File: src/rtl/ftm_buffer_writer.sv
// Feature-map buffer write side: scatters a 64-bit beat stream into N_BUF_X column-interleaved
// banks, bank = x mod N_BUF_X, addr = n_wrap_c*(y + h*floor(x/N_BUF_X)) + cw.
module ftm_buffer_writer #(
    parameter int unsigned N_BUF_X    = 5,
    parameter int unsigned B_BUF_ADDR = 9,
    parameter int unsigned B_SHAPE    = 32,
    parameter int unsigned B_COORD    = 10,
    parameter int unsigned DATA_WIDTH = 64
) (
    input  logic                           clk,
    input  logic                           rstn,
    input  logic [B_SHAPE-1:0]             ftm_shape,
    input  logic                           start,
    output logic                           busy,
    output logic                           done,
    input  logic [DATA_WIDTH-1:0]          s_data,
    input  logic                           s_valid,
    output logic                           s_ready,
    output logic [B_BUF_ADDR*N_BUF_X-1:0]  wraddr,
    output logic [DATA_WIDTH-1:0]          wrdata,
    output logic [N_BUF_X-1:0]             wren,
    output logic [3:0]                     wr_sel
);

    localparam int unsigned WaW = B_BUF_ADDR * N_BUF_X;

    typedef enum logic [1:0] {StIdle, StWrite, StFlush, StDone} state_e;

    state_e                 state_q;
    logic [7:0]             nwc_q, cw_q;
    logic [B_COORD-1:0]     h_q, w_q, y_q, x_q, qx_q;
    logic [B_BUF_ADDR-1:0]  addr_q, col_base_q;
    logic [3:0]             rx_q;

    logic                   busy_q, done_q, s_ready_q;
    logic [WaW-1:0]         wraddr_q;
    logic [DATA_WIDTH-1:0]  wrdata_q;
    logic [N_BUF_X-1:0]     wren_q;
    logic [3:0]             wr_sel_q;

    logic [7:0]             in_nwc;
    logic [B_COORD-1:0]     in_h, in_w;
    logic                   zero_shape, accept, last_cw, last_y, last_x, col_end, rx_last;

    assign in_nwc     = {2'b00, ftm_shape[31:26]};
    assign in_h       = B_COORD'(ftm_shape[19:10]);
    assign in_w       = B_COORD'(ftm_shape[9:0]);
    assign zero_shape = (in_nwc == 8'd0) || (in_h == '0) || (in_w == '0);

    assign accept  = s_ready_q & s_valid;
    assign last_cw = (cw_q == nwc_q - 8'd1);
    assign last_y  = (y_q == h_q - B_COORD'(1));
    assign last_x  = (x_q == w_q - B_COORD'(1));
    assign col_end = last_cw & last_y;
    assign rx_last = (rx_q == 4'(N_BUF_X - 1));

    // qx is kept for debug visibility; the address itself is built incrementally.
    logic unused_bits;
    assign unused_bits = ^{ftm_shape[25:20], qx_q};

    always_ff @(posedge clk) begin
        if (!rstn) begin
            state_q    <= StIdle;
            nwc_q      <= '0;
            cw_q       <= '0;
            h_q        <= '0;
            w_q        <= '0;
            y_q        <= '0;
            x_q        <= '0;
            qx_q       <= '0;
            addr_q     <= '0;
            col_base_q <= '0;
            rx_q       <= '0;
            busy_q     <= 1'b0;
            done_q     <= 1'b0;
            s_ready_q  <= 1'b0;
            wraddr_q   <= '0;
            wrdata_q   <= '0;
            wren_q     <= '0;
            wr_sel_q   <= '0;
        end else begin
            wren_q   <= '0;
            wraddr_q <= '0;
            done_q   <= 1'b0;
            case (state_q)
                StIdle: begin
                    if (start) begin
                        nwc_q      <= in_nwc;
                        h_q        <= in_h;
                        w_q        <= in_w;
                        cw_q       <= '0;
                        y_q        <= '0;
                        x_q        <= '0;
                        qx_q       <= '0;
                        addr_q     <= '0;
                        col_base_q <= '0;
                        rx_q       <= '0;
                        busy_q     <= 1'b1;
                        // Empty maps spend their single busy cycle in FLUSH with no write.
                        if (zero_shape) begin
                            state_q <= StFlush;
                        end else begin
                            state_q   <= StWrite;
                            s_ready_q <= 1'b1;
                        end
                    end
                end
                StWrite: begin
                    if (accept) begin
                        wren_q   <= N_BUF_X'(1) << rx_q;
                        wraddr_q <= WaW'(addr_q) << (B_BUF_ADDR * rx_q);
                        wrdata_q <= s_data;
                        wr_sel_q <= rx_q;
                        cw_q     <= last_cw ? 8'd0 : cw_q + 8'd1;
                        if (last_cw) y_q <= last_y ? '0 : y_q + B_COORD'(1);
                        if (col_end) begin
                            x_q <= x_q + B_COORD'(1);
                            if (rx_last) begin
                                rx_q       <= '0;
                                qx_q       <= qx_q + B_COORD'(1);
                                col_base_q <= addr_q + B_BUF_ADDR'(1);
                                addr_q     <= addr_q + B_BUF_ADDR'(1);
                            end else begin
                                rx_q   <= rx_q + 4'd1;
                                addr_q <= col_base_q;
                            end
                        end else begin
                            addr_q <= addr_q + B_BUF_ADDR'(1);
                        end
                        if (col_end && last_x) begin
                            state_q   <= StFlush;
                            s_ready_q <= 1'b0;
                        end
                    end
                end
                StFlush: begin
                    state_q <= StDone;
                    busy_q  <= 1'b0;
                    done_q  <= 1'b1;
                end
                default: state_q <= StIdle;
            endcase
        end
    end

    assign busy    = busy_q;
    assign done    = done_q;
    assign s_ready = s_ready_q;
    assign wraddr  = wraddr_q;
    assign wrdata  = wrdata_q;
    assign wren    = wren_q;
    assign wr_sel  = wr_sel_q;

endmodule

File: config.mk
export PLATFORM = sky130hd
export DESIGN_NAME = ftm_buffer_writer
export DESIGN_NICKNAME = d
export VERILOG_FILES = /design/src/rtl/ftm_buffer_writer.sv
export SDC_FILE = /design/constraint.sdc
export NUM_CORES = 1
export LEC_CHECK = 0
export BUFFER_PORTS_ARGS = -buffer_cell sky130_fd_sc_hd__buf_2
export CAP_MARGIN = 20
export CORE_ASPECT_RATIO = 0.5
export CORE_MARGIN = 5
export CORE_UTILIZATION = 55
export CTS_BUF_LIST = sky130_fd_sc_hd__clkbuf_2
export DETAILED_ROUTE_END_ITERATION = 10
export HOLD_SLACK_MARGIN = 0.06
export PLACE_DENSITY = 0.84
export SETUP_SLACK_MARGIN = 0.3
export SKIP_LAST_GASP = 1
export SYNTH_ARGS = -nofsm -noshare
export SYNTH_HDL_FRONTEND = slang
export SYNTH_SLANG_ARGS = --single-unit
export TNS_END_PERCENT = 20
File: constraint.sdc
create_clock -name clk -period 3.3 [get_ports clk]
set_clock_uncertainty 0.15 [all_clocks]
set_input_delay 0.165 -clock clk [delete_from_list [all_inputs] [get_ports clk]]
set_output_delay 0.165 -clock clk [all_outputs]
set_load 0.02 [all_outputs]
Word level (Yosys, flattened, before mapping)

Index checks and enable logic that the tools add are counted.

Flip-flop bits (word level): 199
Input port bits: 100
Output and inout bits: 121
Logic and storage cells: 98

Add/subtract/negate cells: 8
Multiply operators: 1
Equality and inequality tests: 12
Shift operators: 2
Muxes and demuxes: 38
Bitwise gates (word level): 2
Reduce and logical (&&, ||, !) cells: 18

Operator list:

| kind                  | count |
|---|---|
| $mux 10               | 6 |
| $mux 9                | 6 |
| $shl 9x8->45          | 1 |
| $pmux 10 s2           | 2 |
| $pmux 9 s2            | 2 |
| $mux 8                | 3 |
| $add 10x1->10 const B | 2 |
| $eq 10x10->1          | 2 |
| $logic_not 10->1      | 2 |
| $sub 10x1->10 const B | 2 |
| $mux 4                | 4 |
| $pmux 8 s2            | 1 |
| $ne 2x2->1 const B    | 6 |
| $add 9x1->9 const B   | 1 |
| $reduce_and 3->1      | 3 |
| $add 8x1->8 const B   | 1 |
| $eq 8x8->1            | 1 |
| $logic_not 8->1       | 1 |
| $mul 4x4->8 const A   | 1 |
| $mux 2                | 4 |
| $pmux 4 s2            | 1 |
| $reduce_and 4->1      | 2 |
| $sub 6x1->7 const B   | 1 |
| $mux 1                | 6 |
| other kinds (14)      | 20 |

Longest topological paths before layout

Gate-level depths: netlist (run 1).

Word-level depth: 7
Mapped depth: 11
Mapped depth without buffers: 9

Worst setup path after synthesis (run 1)

OpenSTA, ideal clock, no wires.

Path type: register to register
Start: register nwc_q[0]
End: register col_base_q[0]
Library setup time: 0.126 ns
Arrival time: 2.371 ns
Data required time: 3.024 ns
Path slack: 0.653 ns
Stages on the path, launching flop included: 12
Buffers on the path: 2
Clock period less this slack: 2.647 ns
Cells stage by stage: dfxtp_1 inv_1 ha_1 nor3b_2 a21oi_1 nor4_2 nand3_2 or3_1 buf_2 o31a_1 buf_6 o2bb2ai_1

Word-level cells in the longest chain between the ends: 5

RTL lines:

| what                              | line | text |
|---|---|---|
| start: declaration                | 30   | `logic [7:0] nwc_q, cw_q;` |
| start signal: assignment          | 88   | `nwc_q <= in_nwc;` |
| $sub 6x1->7                       | 51   | `assign last_cw = (cw_q == nwc_q - 8'd1);` |
| $eq 8x8->1                        | 51   |  |
| $and 1x1->1                       | 54   | `assign col_end = last_cw & last_y;` |
| $ne 2x2->1 (no source line)       | n/a  |  |
| $reduce_and 4->1 (no source line) | n/a  |  |
| end signal: assignment            | 121  | `col_base_q <= addr_q + B_BUF_ADDR'(1);` |
| end: declaration                  | 32   | `logic [B_BUF_ADDR-1:0] addr_q, col_base_q;` |

No other way between the ends.
A chain may end at the register's enable or synchronous reset.

Worst setup path in the final report (run 1)

Start: register state_q[1]
End: register wrdata_q[53], in the netlist wrdata[53]

Word-level cells in the longest chain between the ends: 2

RTL lines:

| what                              | line | text |
|---|---|---|
| start: declaration                | 29   | `state_e state_q;` |
| start signal: assignment          | 63   | `state_q <= StIdle;` |
| start signal: assignment          | 101  | `state_q <= StFlush;` |
| start signal: assignment          | 103  | `state_q <= StWrite;` |
| $eq 2x1->1                        | 85   | `case (state_q)` |
| $reduce_and 2->1 (no source line) | n/a  |  |
| end signal: assignment            | 112  | `wrdata_q <= s_data;` |
| end: declaration                  | 37   | `logic [DATA_WIDTH-1:0] wrdata_q;` |

No other way between the ends.

==> results.py, run 1 <==
metrics = {
    "global_routing": {
        "antenna_found_initial": 1,
        "grtUsageTotal": 0.339,
        "grt_pass1_wl_um": 49400,
        "grt_pass1_vias": 9523,
        "grt_max_degree": 69,
        "grt.overflow.total": 0,
    },
    "placed_design": {
        "place.gp.congestion": 0.869,
        "dpl.hpwl_um": 15400,
        "portBuffers": 214,
        "place_inst": 1358,
        "dpl_worst_slack_ns": 0.259,
    },
    "synth": {
        "async_flop_share": 0,
        "syn_nets": 1103,
        "synth_xor_area_frac": 0.0577,
        "synth_edf_count": 0,
        "ys_types": 64,
        "synthCells": 990,
        "synthAdderAreaFrac": 0.0196,
        "avgSynthCellArea_um2": 8.38,
        "ys_ff_latch": 199,
        "yosysSeqAreaShare": 0.480,
        "synth_top_family_by_area": "simple AND/OR/NAND/NOR gates",
        "synth_area_um2": 8300,
        "synth_compound_area_frac": 0.146,
        "yosys.area_share.simple": 0.249,
        "synth.area.mux_share": 0.00965,
        "synth-warning-count": 0,
        "ys.flop_type": "dfxtp_1",
    },
    "floorplan": {
        "start_util": 0.568,
        "dieArea_um2": 17800,
        "die_w_um": 184,
        "pin_count": 221,
        "row_count": 31,
        "core_region_area_um2": 14600,
        "die_height_um": 96.9,
    },
    "power_and_ir_drop": {
        "totalPowerFinal_w": 0.00606,
        "switchingPower_w": 0.00239,
        "internal_power_w": 0.00367,
        "switching_share": 0.394,
        "p_leak_nw": 4.97,
        "p_clk_frac": 0.222,
        "combPwrFrac": 0.332,
        "ir_worst_vdd_uv": 365,
        "sequentialPowerShare": 0.446,
        "power_density_nw_per_um2": 500,
    },
    "setup_path": {
        "arrival_ns": 3.73,
        "crit_type": "register to register",
        "startpoint_type": "register",
        "cp_cell_sequence": "inv_1 > ha_1 > and3_2 > buf_4 > nand2_1 > a21oi_1 > dlygate4sd3_1",
        "required_ns": 3.90,
        "cp_max_fo": 68,
        "end_kind": "register",
        "cp_slowest_stage_delay_ns": 0.61,
        "worst_path_max_delay_cell": "dlygate4sd3_1",
        "rr_worst_depth": 7,
    },
    "timing": {
        "setup_slack_ns": 0.178,
        "hold_ws_ns": 0.226,
        "fin_crit_sh": 0.946,
        "max_slew.worst_pin.slew_ns": 0.980,
        "fin_setup_tns_ns": 0,
        "rsz0062_at_grt": "true",
        "period_needed_ns": 3.12,
        "hold_viol": 0,
        "fmax_mhz": 320,
        "maxSlewHeadroom": 0.345,
        "slew_violations": 0,
        "setup_viol": 0,
    },
    "layout": {
        "areaGrowthSynthToFinish_pct": 46.1,
        "finalNonFillerCells": 1622,
        "drive_gt1_frac": 0.204,
        "layout.nets": 1523,
    },
    "hold_path": {
        "hold_class": "input pin to register",
        "hold_path_depth": 4,
    },
    "route": {
        "drt-wirelength-per-cell_um": 19.8,
        "vias_per_cell": 6.04,
        "routed_wl_um": 32100,
        "first_pass_iters": 8,
        "num_vias": 9791,
        "ant_nets": 0,
        "drt_iter0_markers": 1348,
        "drc": 0,
    },
    "clocking": {
        "h-tree-depth": 4,
        "cts.path.max_buffers": 2,
        "cts_root_buf": "clkbuf_2",
        "cts_buffers": 17,
        "clock_latency_ns": 0.79,
        "cts_tree": "built",
        "clkTransAtPathRegs_ns": 0.34,
        "cts_sinks": 199,
    },
    "status": {
        "status": "completed",
    },
    "job": {
        "maxCapViolations": 0,
    },
}
-- cell families (layout without fill, tap and decap cells) --
family | after synthesis | count (layout)
AOI/OAI and AO/OA | 198 | 198
xor gates and xnor gates | 53 | 53
adders and majority gates | 13 | 13
buffers and inverters | 80 | 513
DFF | 199 | 199
muxes | 8 | 8
other | 0 | 1
and+or+nand+nor | 439 | 439
-- sequential cells by signal (all words and copies together), names as in the netlist, 5 cells and up --
name,cells
wrdata,64
wraddr,45
h_q,10
w_q,10
x_q,10
y_q,10
addr_q,9
col_base_q,9
cw_q,8
nwc_q,6
wren,5
-- cell type report --
cell class	instances	area [µm²]
multi-input cells	711	4040
flip-flops and latches	199	3990
repair buffers	459	3470
fillers	735	2500
well taps	198	248
clock inverters	15	206
clock buffers	17	85.1
inverters	22	82.6
diodes	1	2.50
-- worst paths after layout --
path	slack, ns	to	startpoint
worst min register to register	0.32	wrdata[18]$_SDFFE_PN0P_	wrdata[18]$_SDFFE_PN0P_
worst min-delay path	0.23	rx_q[1]$_SDFFE_PN0P_	rstn
worst max register to register	0.18	wrdata[53]$_SDFFE_PN0P_	state_q[1]$_SDFFE_PN0P_
worst max-delay path	0.18	wrdata[53]$_SDFFE_PN0P_	state_q[1]$_SDFFE_PN0P_
-- synthesized netlist by cell type (all sizes together), types with 4 or more instances --
master / n / area (µm²)
nand3: 32 / 165
xnor2: 35 / 307
nor3: 18 / 100
o311ai: 4 / 35.0
xor2: 17 / 149
a21oi: 116 / 584
inv: 22 / 82.6
nand2: 221 / 830
a211oi: 7 / 52.6
nand4b: 4 / 35.0
a31oi: 9 / 56.3
nand4: 9 / 56.3
clkbuf: 47 / 178
nand2b: 4 / 25.0
mux2i: 8 / 80.1
o21ai: 15 / 75.1
o31ai: 6 / 45.0
or2: 4 / 25.0
o2bb2ai: 9 / 78.8
nor4: 17 / 119
ha: 13 / 163
nor2: 55 / 206
and3: 7 / 43.8
or3: 8 / 50.1
buf: 11 / 55.1
and2: 35 / 219
dfxtp: 199 / 3980
or4: 9 / 67.6
nor3b: 5 / 42.5
nand3b: 4 / 30.0
-- worst max-delay path: cells and delay by family, from the launching register on --
kind	cells	cell delay (ns)
simple gates	2	0.48
flops	1	0.41
compound gates	1	0.23
fa+ha+maj	1	0.44
buf+inv	3	1.32
-- repair_timing --
item                                    CTS  global route
endpoints found under the hold margin   148             0
pin swaps                                 1             3
setup buffers                             0             7
resized for setup                         2             6
hold buffers                            224             0
endpoints found under the setup margin    8            75
-- placed cells by master (no fill, tap or decap), types with 7 or more instances in the layout --
master and count:
a211oi_1 7, o2bb2ai_1 9, nand4_1 9, a31oi_1 9, dlygate4sd3_1 224, nor3_1 15, inv_1 21, nor2_1 55
ha_1 13, xor2_1 17, nor4_1 15, mux2i_1 8, xnor2_1 35, a21oi_1 114, or4_1 9, and2_1 35
clkbuf_2 17, or3_1 8, buf_2 214, buf_4 21, nand3_1 30, dfxtp_1 198, o21ai_0 14, nand2_1 221
-- power by group through the flow --
stage,registers [W],clock network [W],logic (W)
6_report,0.00271,0.00134,0.00201
5_1_grt,0.00272,0.00144,0.00212
4_1_cts,0.00268,0.00133,0.00176
3_5_place_dp,0.00272,0,0.00148
3_3_place_gp,0.00271,0,0.00144
2_1_floorplan,0.00275,0,0.00103
-- through the flow --
step	utilization	cell area, µm²
after floorplan	-	8300
after global placement	0.649	9500
after detailed placement	0.649	9500
after CTS	0.823	12000
after global routing	0.829	12100
final	0.829	12100
-- routing by layer --
layer,part of all wire,routed length (µm),track usage
met3,0.11,3390,0.0836
met2,0.47,15100,0.574
met4,0.064,2050,0.155
met1,0.36,11600,0.406
met5,0,0,0
Note: power is estimated with default switching activity, not from simulation.
==> run 2: changes to the inputs <==
--- a/config.mk
+++ b/config.mk
@@ -7,13 +7,12 @@
 export LEC_CHECK = 0
 export BUFFER_PORTS_ARGS = -buffer_cell sky130_fd_sc_hd__buf_2
 export CAP_MARGIN = 20
-export CORE_ASPECT_RATIO = 0.5
 export CORE_MARGIN = 5
-export CORE_UTILIZATION = 55
+export CORE_UTILIZATION = 59
 export CTS_BUF_LIST = sky130_fd_sc_hd__clkbuf_2
 export DETAILED_ROUTE_END_ITERATION = 10
 export HOLD_SLACK_MARGIN = 0.06
-export PLACE_DENSITY = 0.84
+export PLACE_DENSITY = 0.89
 export SETUP_SLACK_MARGIN = 0.3
 export SKIP_LAST_GASP = 1
 export SYNTH_ARGS = -nofsm -noshare
==> constraint.sdc (replaced) <==
create_clock -name clk -period 3.6 [get_ports clk]
set_clock_uncertainty 0.15 [all_clocks]
set_input_delay 0.18 -clock clk [delete_from_list [all_inputs] [get_ports clk]]
set_output_delay 0.18 -clock clk [all_outputs]
set_load 0.02 [all_outputs]
==> run 2 against run 1 <==
Against the previous run:
- the run now fails in clock tree synthesis (4_1_cts)
- area after synthesis is the same
- synthesized cell count is the same
==> results.py, run 2 <==
metrics = {
    "synth": {
        "yosysTopAreaCellShare": 0.480,
        "ys_types": 64,
        "synthAdderAreaFrac": 0.0196,
        "ys.flop_type": "dfxtp_1",
        "synth_compound_area_frac": 0.146,
        "synth-warning-count": 0,
        "synth_edf_count": 0,
        "ys_ff_latch": 199,
        "synthCells": 990,
        "yosysTopAreaCell": "dfxtp_1",
        "synth_area_um2": 8300,
        "yosys.area_share.simple": 0.249,
        "async_flop_share": 0,
        "avgSynthCellArea_um2": 8.38,
        "yosysSeqAreaShare": 0.480,
        "syn_nets": 1103,
        "synth.area.mux_share": 0.00965,
        "synth_top_family_by_area": "simple AND/OR/NAND/NOR gates",
        "ys_top_cells_by_area": "dfxtp_1 (48%), nand2_1 (10%), a21oi_1 (6.9%)",
        "ys_top_cells_by_count": "nand2_1 (221), dfxtp_1 (199), a21oi_1 (115)",
        "synth_xor_area_frac": 0.0577,
        "yosysMostFrequentCell": "nand2_1",
    },
    "status": {
        "tool.error": "[ERROR RSZ-0060] Max buffer count reached.",
        "status": "stopped before the end",
        "stop_stage": "clock tree synthesis (4_1_cts)",
    },
    "clocking": {
        "hold_buffers": 275,
        "cts_root_buf": "clkbuf_2",
        "cts_buffers": 17,
        "h-tree-depth": 4,
        "cts_resized": 0,
        "cts.path.max_buffers": 2,
        "cts_setup_buffers": 0,
        "cts_sinks": 199,
    },
    "floorplan": {
        "die_w_um": 129,
        "row_count": 43,
        "start_util": 0.600,
        "pin_count": 221,
        "die_height_um": 129,
    },
    "placed_design": {
        "place.gp.congestion": 0.854,
        "dpl.hpwl_um": 15200,
        "portBuffers": 214,
    },
}
==> run 2: cells by family after synthesis <==
logic type      count (synthesis)
mux                             8
xor+xnor                       53
compound gates                198
flops                         199
buf+inv                        80
simple gates                  439
fa+ha+maj                      13
==> run 2: per-stage QoR <==
stage          cell area (µm²)  setup slack (ns)  hold slack, ns  std cells  utilization
3_3_place_gp              9470             0.644           0.269       1340        0.685
2_1_floorplan             8300             0.953           0.166        990            -
3_5_place_dp              9470             0.547           0.276       1340        0.685
==> run 3: changes to the inputs <==
--- a/config.mk
+++ b/config.mk
@@ -8,12 +8,9 @@
 export BUFFER_PORTS_ARGS = -buffer_cell sky130_fd_sc_hd__buf_2
 export CAP_MARGIN = 20
 export CORE_MARGIN = 5
-export CORE_UTILIZATION = 59
-export CTS_BUF_LIST = sky130_fd_sc_hd__clkbuf_2
+export CORE_UTILIZATION = 40
 export DETAILED_ROUTE_END_ITERATION = 10
-export HOLD_SLACK_MARGIN = 0.06
-export PLACE_DENSITY = 0.89
-export SETUP_SLACK_MARGIN = 0.3
+export PLACE_DENSITY_LB_ADDON = 0.15
 export SKIP_LAST_GASP = 1
 export SYNTH_ARGS = -nofsm -noshare
 export SYNTH_HDL_FRONTEND = slang
==> run 3 against run 2 <==
Against the previous run:
- the run now ends clean
==> results.py, run 3 (synthesis results as in run 1) <==
metrics = {
    "route": {
        "vias_per_cell": 5.07,
        "drt-wirelength-per-cell_um": 15.4,
        "drt_iter0_markers": 449,
        "first_pass_iters": 5,
        "routed_wl_um": 23900,
        "ant_nets": 0,
        "drc": 0,
        "num_vias": 7877,
    },
    "setup_path": {
        "end_kind": "register",
        "crit_type": "register to register",
        "required_ns": 3.81,
        "cp_max_fo": 12,
        "arrival_ns": 3.32,
        "startpoint_type": "register",
    },
    "hold_path": {
        "hold_class": "input pin to register",
    },
    "global_routing": {
        "grt_pass1_wl_um": 38600,
        "grtUsageTotal": 0.196,
        "grt_max_degree": 49,
        "grt.overflow.total": 0,
        "grt_pass1_vias": 7469,
        "antenna_found_initial": 0,
    },
    "timing": {
        "max_slew.worst_pin.slew_ns": 0.949,
        "setup_viol": 0,
        "hold_viol": 0,
        "fin_setup_tns_ns": 0,
        "period_needed_ns": 3.11,
        "slew_violations": 0,
        "maxSlewHeadroom": 0.368,
        "fin_crit_sh": 0.865,
        "fmax_mhz": 321,
        "rsz0062_at_grt": "false",
    },
    "clocking": {
        "cts_setup_buffers": 0,
        "cts_root_buf": "clkbuf_16",
        "cts_buffers": 17,
        "h-tree-depth": 4,
        "cts_tree": "built",
        "hold_buffers": 90,
        "clock_latency_ns": 0.44,
        "cts_resized": 0,
        "cts_sinks": 199,
        "clkTransAtPathRegs_ns": 0.08,
        "cts.path.max_buffers": 2,
    },
    "placed_design": {
        "dpl.hpwl_um": 16200,
        "portBuffers": 214,
        "place.gp.congestion": 0.807,
    },
    "layout": {
        "num_antenna_cells": 0,
        "drive_gt1_frac": 0.218,
        "final_cell_mix": "nand2_1 (221), buf_2 (214), dfxtp_1 (199)",
        "final_common_cell": "nand2_1",
        "fillers": 1897,
        "largest_reg_flops": 64,
        "areaGrowthSynthToFinish_pct": 34.2,
        "layout.nets": 1383,
    },
    "power_and_ir_drop": {
        "power_density_nw_per_um2": 533,
        "ir_worst_vdd_uv": 309,
        "p_leak_nw": 4.53,
        "totalPowerFinal_w": 0.00593,
    },
    "floorplan": {
        "row_count": 52,
        "die_height_um": 154,
        "core_region_area_um2": 20400,
        "die_w_um": 154,
        "pin_count": 221,
        "start_util": 0.408,
        "dieArea_um2": 23700,
    },
    "status": {
        "status": "completed",
    },
    "job": {
        "maxCapViolations": 0,
    },
}
==> run 3: layer usage <==
metal,routed length [µm],track usage
met1,10600,0.252
met2,11400,0.321
met3,1210,0.0489
met4,702,0.0719
met5,0,0
==> run 3: area by class of cell <==
type                       count  area, µm²  share of cell area
tap                          270        338              0.0303
clock buffer                  17        425              0.0382
clock inverter                15        214              0.0192
timing repair buffer         319       2080               0.187
multi-input combinational    711       4010               0.360
inverter                      22       82.6             0.00742
sequential                   199       3980               0.358
==> run 3: power breakdown <==
| part | leakage (nW) | total (W) | switching (W) | internal, W |
|---|---|---|---|---|
| clock | 0.304 | 0.00201 | 0.00103 | 0.000977 |
| sequential | 1.61 | 0.00245 | 0.000132 | 0.00232 |
| combinational | 2.61 | 0.00147 | 0.000908 | 0.000562 |
==> run 3: worst paths after layout <==
check / slack [ns] / from / to / cells past startpoint
setup / recovery: 0.49 / nwc_q[0]$_SDFFE_PN0P_ / col_base_q[5]$_SDFFE_PN0P_ / 10
hold / removal: 0.02 / rstn / x_q[1]$_SDFFE_PN0P_ / 3
setup reg to reg: 0.49 / nwc_q[0]$_SDFFE_PN0P_ / col_base_q[5]$_SDFFE_PN0P_ / 10
hold reg to reg: 0.30 / wrdata[3]$_SDFFE_PN0P_ / wrdata[3]$_SDFFE_PN0P_ / 2
==> run 3: critical path: stages (launching register included) <==
cell and delay, ns:
dfxtp_1 0.36, inv_1 0.09, ha_1 0.21, nor3b_2 0.25
a21oi_1 0.11, nor4_2 0.28, nand3_2 0.21, buf_4 0.23
a21oi_1 0.37, nand4_1 0.48, o2bb2ai_1 0.29
==> run 3: metrics by stage <==
stage / worst slack (ns) / hold slack, ns / std cells / utilization / cell area, µm²
floorplan: 0.953 / 0.166 / 990 / - / 8300
global placement: 0.618 / 0.270 / 1431 / 0.471 / 9590
detailed placement: 0.551 / 0.276 / 1431 / 0.471 / 9590
CTS: 0.502 / 0.00542 / 1553 / 0.547 / 11100
global route: 0.160 / 0.0356 / 1553 / 0.547 / 11100
finish: 0.487 / 0.0223 / 1553 / 0.547 / 11100
